--- src/rtl/multicycle_controller_if.sv ---
// Control-side bundle between the multicycle controller and the accumulator datapath / memory port.
// master = controller (drives strobes), slave = datapath and memory (drive opcode, flags, ready).
interface multicycle_controller_if #(
   parameter int OP_W = 3
);
   logic [OP_W-1:0] op_code;
   logic            ac_zero;
   logic            mem_ready;
   logic            rd_mem;
   logic            wr_mem;
   logic            ir_on_adr;
   logic            pc_on_adr;
   logic            ld_ir;
   logic            ld_ac;
   logic            ld_pc;
   logic            inc_pc;
   logic            clr_pc;
   logic            pass_add;
   logic            halted;
   logic            illegal_op;

   // Memory handshake: rd_mem/wr_mem act as "valid" and stay high until a cycle
   // with mem_ready=1; that cycle completes the access. mem_ready is ignored
   // whenever neither strobe is asserted.
   modport master (
      input  op_code, ac_zero, mem_ready,
      output rd_mem, wr_mem, ir_on_adr, pc_on_adr, ld_ir, ld_ac, ld_pc,
             inc_pc, clr_pc, pass_add, halted, illegal_op
   );

   modport slave (
      output op_code, ac_zero, mem_ready,
      input  rd_mem, wr_mem, ir_on_adr, pc_on_adr, ld_ir, ld_ac, ld_pc,
             inc_pc, clr_pc, pass_add, halted, illegal_op
   );
endinterface

--- src/rtl/multicycle_controller.sv ---
// Multicycle FETCH / WAIT / EXECUTE / HALT control FSM for the accumulator CPU.
// Optional feature: define ILLEGAL_OP_TRAP_EN to trap opcode 111 into HALT with a sticky illegal_op.
module multicycle_controller #(
   parameter int OP_W        = 3,
   parameter int WAIT_CYCLES = 1,
   parameter int CNT_W       = 4
) (
   input  logic                     clk,
   input  logic                     reset,
   multicycle_controller_if.master  bus,
   output logic [2:0]               state_dbg
);

   localparam logic [2:0] S_RESET = 3'd0;
   localparam logic [2:0] S_FETCH = 3'd1;
   localparam logic [2:0] S_WAIT  = 3'd2;
   localparam logic [2:0] S_EXEC  = 3'd3;
   localparam logic [2:0] S_HALT  = 3'd4;

   localparam logic [2:0] OP_ADD  = 3'b000;
   localparam logic [2:0] OP_LOAD = 3'b001;
   localparam logic [2:0] OP_STOR = 3'b010;
   localparam logic [2:0] OP_JMP  = 3'b011;
   localparam logic [2:0] OP_JZ   = 3'b100;
   localparam logic [2:0] OP_NOP  = 3'b101;
   localparam logic [2:0] OP_HALT = 3'b110;

   localparam logic [CNT_W-1:0] WAIT_LAST = CNT_W'(WAIT_CYCLES);

   logic [2:0]       state, state_nxt;
   logic [CNT_W-1:0] cnt, cnt_nxt, cnt_inc;
   logic [OP_W-1:0]  op_full;
   logic [2:0]       op;
   logic             illegal_q;

   logic rd_mem, wr_mem, ir_on_adr, pc_on_adr, ld_ir, ld_ac, ld_pc;
   logic inc_pc, clr_pc, pass_add, halted;

   assign op_full = bus.op_code;
   assign op      = op_full[2:0];
   assign cnt_inc = cnt + CNT_W'(1);

   always_ff @(posedge clk) begin
      if (reset) begin
         state <= S_RESET;
         cnt   <= '0;
      end else begin
         state <= state_nxt;
         cnt   <= cnt_nxt;
      end
   end

`ifdef ILLEGAL_OP_TRAP_EN
   logic trap;

   always_ff @(posedge clk) begin
      if (reset) begin
         illegal_q <= 1'b0;
      end else if (trap) begin
         illegal_q <= 1'b1;
      end
   end
`else
   assign illegal_q = 1'b0;
`endif

   always_comb begin
      state_nxt = state;
      cnt_nxt   = cnt;
      rd_mem    = 1'b0;
      wr_mem    = 1'b0;
      ir_on_adr = 1'b0;
      pc_on_adr = 1'b0;
      ld_ir     = 1'b0;
      ld_ac     = 1'b0;
      ld_pc     = 1'b0;
      inc_pc    = 1'b0;
      clr_pc    = 1'b0;
      pass_add  = 1'b0;
      halted    = 1'b0;
`ifdef ILLEGAL_OP_TRAP_EN
      trap      = 1'b0;
`endif
      case (state)
         S_RESET: begin
            clr_pc    = 1'b1;
            state_nxt = S_FETCH;
         end
         S_FETCH: begin
            pc_on_adr = 1'b1;
            rd_mem    = 1'b1;
            if (bus.mem_ready) begin
               ld_ir     = 1'b1;
               inc_pc    = 1'b1;
               state_nxt = (WAIT_CYCLES == 0) ? S_EXEC : S_WAIT;
               cnt_nxt   = '0;
            end
         end
         // Counter value after increment equals the number of WAIT cycles spent so far.
         S_WAIT: begin
            if (cnt_inc == WAIT_LAST) begin
               state_nxt = S_EXEC;
               cnt_nxt   = '0;
            end else begin
               cnt_nxt   = cnt_inc;
            end
         end
         S_EXEC: begin
            state_nxt = S_FETCH;
            case (op)
               OP_ADD: begin
                  pass_add = 1'b1;
                  ld_ac    = 1'b1;
               end
               OP_LOAD: begin
                  ir_on_adr = 1'b1;
                  rd_mem    = 1'b1;
                  ld_ac     = bus.mem_ready;
                  if (!bus.mem_ready) state_nxt = S_EXEC;
               end
               OP_STOR: begin
                  ir_on_adr = 1'b1;
                  wr_mem    = 1'b1;
                  if (!bus.mem_ready) state_nxt = S_EXEC;
               end
               OP_JMP:  ld_pc = 1'b1;
               OP_JZ:   ld_pc = bus.ac_zero;
               OP_NOP:  state_nxt = S_FETCH;
               OP_HALT: state_nxt = S_HALT;
               default: begin
`ifdef ILLEGAL_OP_TRAP_EN
                  trap      = 1'b1;
                  state_nxt = S_HALT;
`else
                  state_nxt = S_FETCH;
`endif
               end
            endcase
         end
         S_HALT: halted = 1'b1;
         default: state_nxt = S_RESET;
      endcase
   end

   assign bus.rd_mem     = rd_mem;
   assign bus.wr_mem     = wr_mem;
   assign bus.ir_on_adr  = ir_on_adr;
   assign bus.pc_on_adr  = pc_on_adr;
   assign bus.ld_ir      = ld_ir;
   assign bus.ld_ac      = ld_ac;
   assign bus.ld_pc      = ld_pc;
   assign bus.inc_pc     = inc_pc;
   assign bus.clr_pc     = clr_pc;
   assign bus.pass_add   = pass_add;
   assign bus.halted     = halted;
   assign bus.illegal_op = illegal_q;
   assign state_dbg      = state;

endmodule

--- src/flat_wrapper.sv ---
// flat-port wrapper written by rule: the top's interface ports become plain ports
module multicycle_controller_flat 
#(
   parameter int OP_W        = 3,
   parameter int WAIT_CYCLES = 1,
   parameter int CNT_W       = 4
)
  (clk, reset, state_dbg, bus_op_code, bus_ac_zero, bus_mem_ready, bus_rd_mem, bus_wr_mem, bus_ir_on_adr, bus_pc_on_adr, bus_ld_ir, bus_ld_ac, bus_ld_pc, bus_inc_pc, bus_clr_pc, bus_pass_add, bus_halted, bus_illegal_op);
  multicycle_controller_if #(.OP_W(OP_W)) bus_i ();
  input  logic clk;
  input  logic reset;
  output logic [2:0] state_dbg;
  input wire logic [$bits(bus_i.op_code)-1:0] bus_op_code;
  input wire logic [$bits(bus_i.ac_zero)-1:0] bus_ac_zero;
  input wire logic [$bits(bus_i.mem_ready)-1:0] bus_mem_ready;
  output wire logic [$bits(bus_i.rd_mem)-1:0] bus_rd_mem;
  output wire logic [$bits(bus_i.wr_mem)-1:0] bus_wr_mem;
  output wire logic [$bits(bus_i.ir_on_adr)-1:0] bus_ir_on_adr;
  output wire logic [$bits(bus_i.pc_on_adr)-1:0] bus_pc_on_adr;
  output wire logic [$bits(bus_i.ld_ir)-1:0] bus_ld_ir;
  output wire logic [$bits(bus_i.ld_ac)-1:0] bus_ld_ac;
  output wire logic [$bits(bus_i.ld_pc)-1:0] bus_ld_pc;
  output wire logic [$bits(bus_i.inc_pc)-1:0] bus_inc_pc;
  output wire logic [$bits(bus_i.clr_pc)-1:0] bus_clr_pc;
  output wire logic [$bits(bus_i.pass_add)-1:0] bus_pass_add;
  output wire logic [$bits(bus_i.halted)-1:0] bus_halted;
  output wire logic [$bits(bus_i.illegal_op)-1:0] bus_illegal_op;
  assign bus_i.op_code = bus_op_code;
  assign bus_i.ac_zero = bus_ac_zero;
  assign bus_i.mem_ready = bus_mem_ready;
  assign bus_rd_mem = bus_i.rd_mem;
  assign bus_wr_mem = bus_i.wr_mem;
  assign bus_ir_on_adr = bus_i.ir_on_adr;
  assign bus_pc_on_adr = bus_i.pc_on_adr;
  assign bus_ld_ir = bus_i.ld_ir;
  assign bus_ld_ac = bus_i.ld_ac;
  assign bus_ld_pc = bus_i.ld_pc;
  assign bus_inc_pc = bus_i.inc_pc;
  assign bus_clr_pc = bus_i.clr_pc;
  assign bus_pass_add = bus_i.pass_add;
  assign bus_halted = bus_i.halted;
  assign bus_illegal_op = bus_i.illegal_op;
  multicycle_controller #(.OP_W(OP_W), .WAIT_CYCLES(WAIT_CYCLES), .CNT_W(CNT_W)) u_core (.clk(clk), .reset(reset), .bus(bus_i), .state_dbg(state_dbg));
endmodule
--- config.mk ---
export PLATFORM = sky130hd
export DESIGN_NAME = multicycle_controller_flat
export DESIGN_NICKNAME = d
export VERILOG_FILES = /design/src/rtl/multicycle_controller_if.sv /design/src/rtl/multicycle_controller.sv /design/src/flat_wrapper.sv
export SDC_FILE = /design/constraint.sdc
export NUM_CORES = 1
export LEC_CHECK = 0
export BUFFER_PORTS_ARGS = -buffer_cell sky130_fd_sc_hd__buf_4
export CAP_MARGIN = 40
export CORE_AREA = 2 2 39 41
export DETAILED_ROUTE_END_ITERATION = 8
export DIE_AREA = 0 0 41 43
export GPL_TIMING_DRIVEN = 1
export PLACE_DENSITY = 0.69
export SLEW_MARGIN = 15
export SYNTH_ARGS = -nofsm -noshare
export SYNTH_HDL_FRONTEND = slang
export SYNTH_SLANG_ARGS = --single-unit
--- constraint.sdc ---
create_clock -name clk -period 1.82 [get_ports clk]
set_clock_uncertainty 0.05 [all_clocks]
set_input_delay 0.182 -clock clk [delete_from_list [all_inputs] [get_ports clk]]
set_output_delay 0.182 -clock clk [all_outputs]
set_load 0.02 [all_outputs]
==> Yosys cells after proc, flatten, opt, wreduce, memory -nomap -nowiden <==
Cells that the tools add are included.
{ "word_totals": {"regBits": 7, "wordCells": 47, "input_bits": 7} }
{ "op_classes": {"reduce_logical": 6, "mux": 25, "bitwise_logic": 1, "addsub": 1, "n_eq_ne": 12} }
{ "op_table": {"columns": ["op", "count"], "rows": [
  ["$pmux W3 S5", 1],
  ["$mux W1", 14],
  ["$eq A3 B2 Y1 const B", 4],
  ["$eq A3 B3 Y1 const B", 3],
  ["$mux W4", 2],
  ["$pmux W4 S2", 1],
  ["$eq A3 B1 Y1 const B", 2],
  ["$logic_not A3 Y1", 2],
  ["$mux W3", 2],
  ["$pmux W1 S2", 3],
  ["$pmux W3 S2", 1],
  ["$add A4 B1 Y4 const B", 1],
  ["$eq A4 B1 Y1 const B", 1],
  ["$reduce_and A3 Y1", 1],
  ["$mux W2", 1],
  ["$ne A2 B1 Y1 const B", 1],
  ["$ne A2 B2 Y1 const B", 1],
  ["$reduce_and A2 Y1", 1],
  ["$reduce_bool A2 Y1", 1],
  ["$reduce_or A2 Y1", 1],
  ["$not A1 Y1", 1]
]} }

==> Depth between registers and ports, before layout <==
{ "logic_depth": {"ltp_word": 4, "depth_mapped": 5} }

==> Least setup slack after synthesis <==
Ideal clock, no wire load.
{ "synth_timing": {"path_type": "register -> register", "start": "reg u_core.state[1] (netlist: u_core.state_dbg[1])", "end": "reg u_core.cnt[3]", "t_required_ns": 1.696, "period_less_slack_ns": 1.650, "stages_incl_launch_ff": 6, "setup_slack_ns": 0.170, "n_path_buf": 2, "setup_time_ns": 0.074, "arrival_time_ns": 1.526, "cell_sequence": "dfxtp_1 buf_6 or3b_1 buf_2 or3_1 a31oi_1"} }
{ "synth_via": {"elab_chain_len": 3} }
{ "synth_lines": {"columns": ["element", "line", "rtl"], "rows": [
  ["start: declaration", "multicycle_controller.sv:30", "logic [2:0] state, state_nxt;"],
  ["start signal: assignment", "multicycle_controller.sv:48", "state <= state_nxt;"],
  ["$eq A3 B1 Y1 / $eq A3 B2 Y1 (equally long branches)", "multicycle_controller.sv:84", "case (state)"],
  ["$ne A2 B2 Y1 (no line) / $reduce_bool A2 Y1 (equally long branches)", null, null],
  ["$reduce_and A2 Y1 (no line)", null, null],
  ["end signal: assignment", "multicycle_controller.sv:49", "cnt <= cnt_nxt;"],
  ["end: declaration", "multicycle_controller.sv:31", "logic [CNT_W-1:0] cnt, cnt_nxt, cnt_inc;"]
]} }
Several ways; a longest one is shown, not always the timed one.
A chain may end at the register's enable or synchronous reset.

==> Worst setup path after layout <==
{ "layout_timing": {"start": "reg u_core.state[0] (netlist: u_core.state_dbg[0])", "end": "out bus_wr_mem"} }
{ "layout_via": {"elab_chain_len": 2} }
{ "layout_lines": {"columns": ["element", "line", "rtl"], "rows": [
  ["$eq A3 B2 Y1", "multicycle_controller.sv:84", null],
  ["$mux W1", "multicycle_controller.sv:84", null],
  ["end: declaration", "flat_wrapper.sv:17", "output wire logic [$bits(bus_i.wr_mem)-1:0] bus_wr_mem;"]
]} }
Every way passes these cells.

==> summary.md <==
| Metric | Value |
|---|---|
| Worst R2R Setup Slack | `230 ps` |
| Top-area cell type share of the netlist area | `between 20% and 30%` |
| Fin. max-slew vios | `0` |
| Vias/cell | `roughly 5.3` |
| Cells after synthesis | `69` |
| Max FO, Critical Path | `9` |
| First-pass GRT wire length | `~1900 µm` |
| Startpoint types | `flip-flop` |
| Area contributors post-synth | `dfxtp_1 (26%), a21oi_1 (4.7%), ha_1 (4.7%), nand4bb_1 (4.2%), nor3b_1 (4.2%)` |
| Distinct cells, synth | `34` |
| R2R Path End | `u_core.state_dbg[0]` |
| Worst R2R Start | `u_core.cnt[0]` |
| Critical Path End Type | `output port` |
| Worst skew pair latency | `roughly 260 ps` |
| Pre-CTS WS | `between 150 and 200 ps` |
| Fin crit share | `between 90% and 100%` |
| Layout area overhead | `29.60%` |
| # diodes | `0` |
| CTS Sinks | `7` |
| Fill cells | `154` |
| Die Height | `around 43 µm` |
| Final worst setup slack | `181.3 ps` |
| DP HPWL | `961.8 µm` |
| Core box area | `roughly 1400 µm²` |
| Maximum clock rate | `a little over 0.6 GHz` |
| Number of nets in the layout | `97` |
| Placed inst area | `668.1 µm²` |
| Layout cells sized above 1 | `27.59%` |
| R2R cell count | `4` |
| Crit path time final | `~1600 ps` |
| Final setup TNS | `0 ps` |
| DRC Markers | `0` |
| Yosys top cell by area | `dfxtp_1` |
| Tot GR Track Use | `15.76%` |
| Sequential area share after synthesis | `around a quarter` |
| Leak | `~0.29 nW` |
| Max-cap check violation count | `0` |
| TritonRoute pass-1 iters | `2` |
| Vias in the first global route | `between 400 and 500` |
| Vias | `550` |
| Site row count | `14` |
| Routed Antenna Nets | `0` |
| Die X-Extent | `about 40 µm` |
| Syn_nets | `78` |
| Worst path required time | `1590 ps` |
| Crit path to | `bus_wr_mem` |
| Routed WL | `1263 µm` |
| Final Wtd Congestion | `just under 0.7` |
| Final Total Pwr | `roughly 0.0004 W` |
| Finish-stage setup viols | `0` |
| CTS tree | `done` |
| Fin. Hold Viols | `0` |
| Setup bufs post-CTS | `0` |
| WP data arrival | `between 1000 and 1500 ps` |
| RSZ-0062 raised after global routing | `false` |
| Peak supply drop | `0.2467 mV` |
| Number of port buffers | `20` |
| DR iter-0 viols | `1` |
| Synthesis-stage register bit count | `7` |
| Post-Syn Area | `around 540 µm²` |
| Initial antenna violation count | `0` |
| YS warnings | `0` |
| Drt wl/cell | `12.26 µm` |
| IO Count | `22` |
| CTS Buf Count | `3` |
| Worst Hold Class | `in2reg` |
| Status | `complete, no violations` |
| Largest net degree at the start of global routing | `13` |
| Clk slew on worst S/H paths | `about 50 ps` |
| Root Driver | `clkbuf_4` |
| Gr ovfl total | `0` |
| Die ar. | `1763 µm²` |
| Clock buffer depth | `2` |
| Cell area after layout | `roughly 700 µm²` |
| Pwr dens | `580.7 nW/µm²` |
| CP Class | `reg2out` |
| Initial core utilization | `38.79%` |
| Worst setup startpoint | `u_core.state_dbg[0]` |
| Syn_area_per_cell | `slightly below 8 µm²` |
| H-Tree Depth | `1` |
==> cells in the mapped netlist <==
cell	number
a2111oi_0	1
a21boi_0	1
a21oi_1	5
a311oi_1	1
a31oi_1	2
a32o_1	1
and2_1	1
and3_1	1
and3b_1	1
buf_2	1
buf_4	2
buf_6	1
clkbuf_1	2
conb_1	1
dfxtp_1	7
ha_1	2
inv_1	5
nand2_1	2
nand2b_1	3
nand3_1	4
nand4b_1	1
nand4bb_1	2
nor2_1	5
nor2b_1	1
nor3_1	4
nor3b_1	3
nor4_1	1
nor4b_1	1
o2111ai_1	1
o21a_1	1
or3_1	1
or3b_1	2
or4_1	1
xnor2_1	1
==> area by class of cell <==
| cell class | instances | area [µm²] | area share (%) |
|---|---|---|---|
| repair buffers | 20 | 150.1 | 21.58 |
| well taps | 16 | 20.02 | 2.878 |
| inverters | 5 | 18.77 | 2.698 |
| multi-input cells | 51 | 339.1 | 48.74 |
| clock buffers | 4 | 26.28 | 3.777 |
| flip-flops and latches | 7 | 141.4 | 20.32 |
==> cell families (layout without fill, tap and decap cells) <==
kind of cell	after synthesis	count (layout)	synth area share (%)
flip-flops	7	7	26.11
adder cells (fa/ha/maj)	2	2	4.661
XOR/XNOR	1	1	1.632
AO/OA/AOI/OAI	13	13	16.55
buffers and inverters	11	29	10.72
other	1	1	0.6986
AND/OR/NAND/NOR	34	34	39.63
==> per-stage QoR <==
stage	hold slack, ps	utilization, %	std cells
3_3_place_gp	359.6	48.28	99
5_1_grt	84.18	50.27	103
2_1_floorplan	201.1	-	69
6_report	85.20	50.27	103
3_5_place_dp	361.3	48.28	99
4_1_cts	93.70	50.18	103
==> layout by cell type (no fill, tap or decap), drive strengths merged, types with 2 or more instances in the layout <==
cell,n
nand2,2
buf,20
nor2,5
a21oi,5
nand2b,3
dfxtp,7
clkbuf,4
ha,2
nor3b,3
nand3,4
nor3,4
or3b,2
inv,5
nand4bb,2
a31oi,2
==> routing by layer <==
layer | share of wire [%] | GRT usage, % | vias to the layer above | wire (µm)
met5 | 0 | 0 | - | 0
met2 | 47 | 23.44 | 21 | 598
met3 | 8.0 | 4.188 | 5 | 101
li1 | - | - | 283 | -
met1 | 42 | 18.97 | 241 | 534
met4 | 2.2 | 10.00 | 0 | 28
==> sequential cells by signal, indices dropped and copies added (netlist names) <==
signal	count
u_core.cnt	4
u_core.state_dbg	3
==> report_power, final <==
| group | internal (W) | leakage, nW | total, W | switching (W) |
|---|---|---|---|---|
| combinational | 0.0000410 | 0.216 | 0.0000927 | 0.0000517 |
| sequential | 0.000157 | 0.0573 | 0.000166 | 0.00000904 |
| clock | 0.0000839 | 0.0150 | 0.000145 | 0.0000610 |
| total | 0.000282 | 0.288 | 0.000404 | 0.000122 |
==> worst min path at each step <==
stage	startpoint	end	slack [ps]	cells after the start
6_report	reset	u_core.state_dbg[1]	90	2
5_1_grt	reset	u_core.state_dbg[1]	80	2
4_1_cts	reset	u_core.state_dbg[1]	90	2
3_5_place_dp	reset	u_core.cnt[1]	360	2
3_3_place_gp	reset	u_core.cnt[1]	360	2
2_1_floorplan	reset	u_core.cnt[1]	200	1
==> critical path, stage by stage (launching register included) <==
cell	delay (ps)
dfxtp_1	500
nand4bb_1	240
nor3b_1	240
buf_4	170
==> repair_timing <==
action / 4_1_cts / 5_1_grt
setup endpoints to repair: 0 / 2
resized for setup: 0 / 1
hold buffers: 0 / 0
Note: power is estimated with default switching activity, not from simulation.
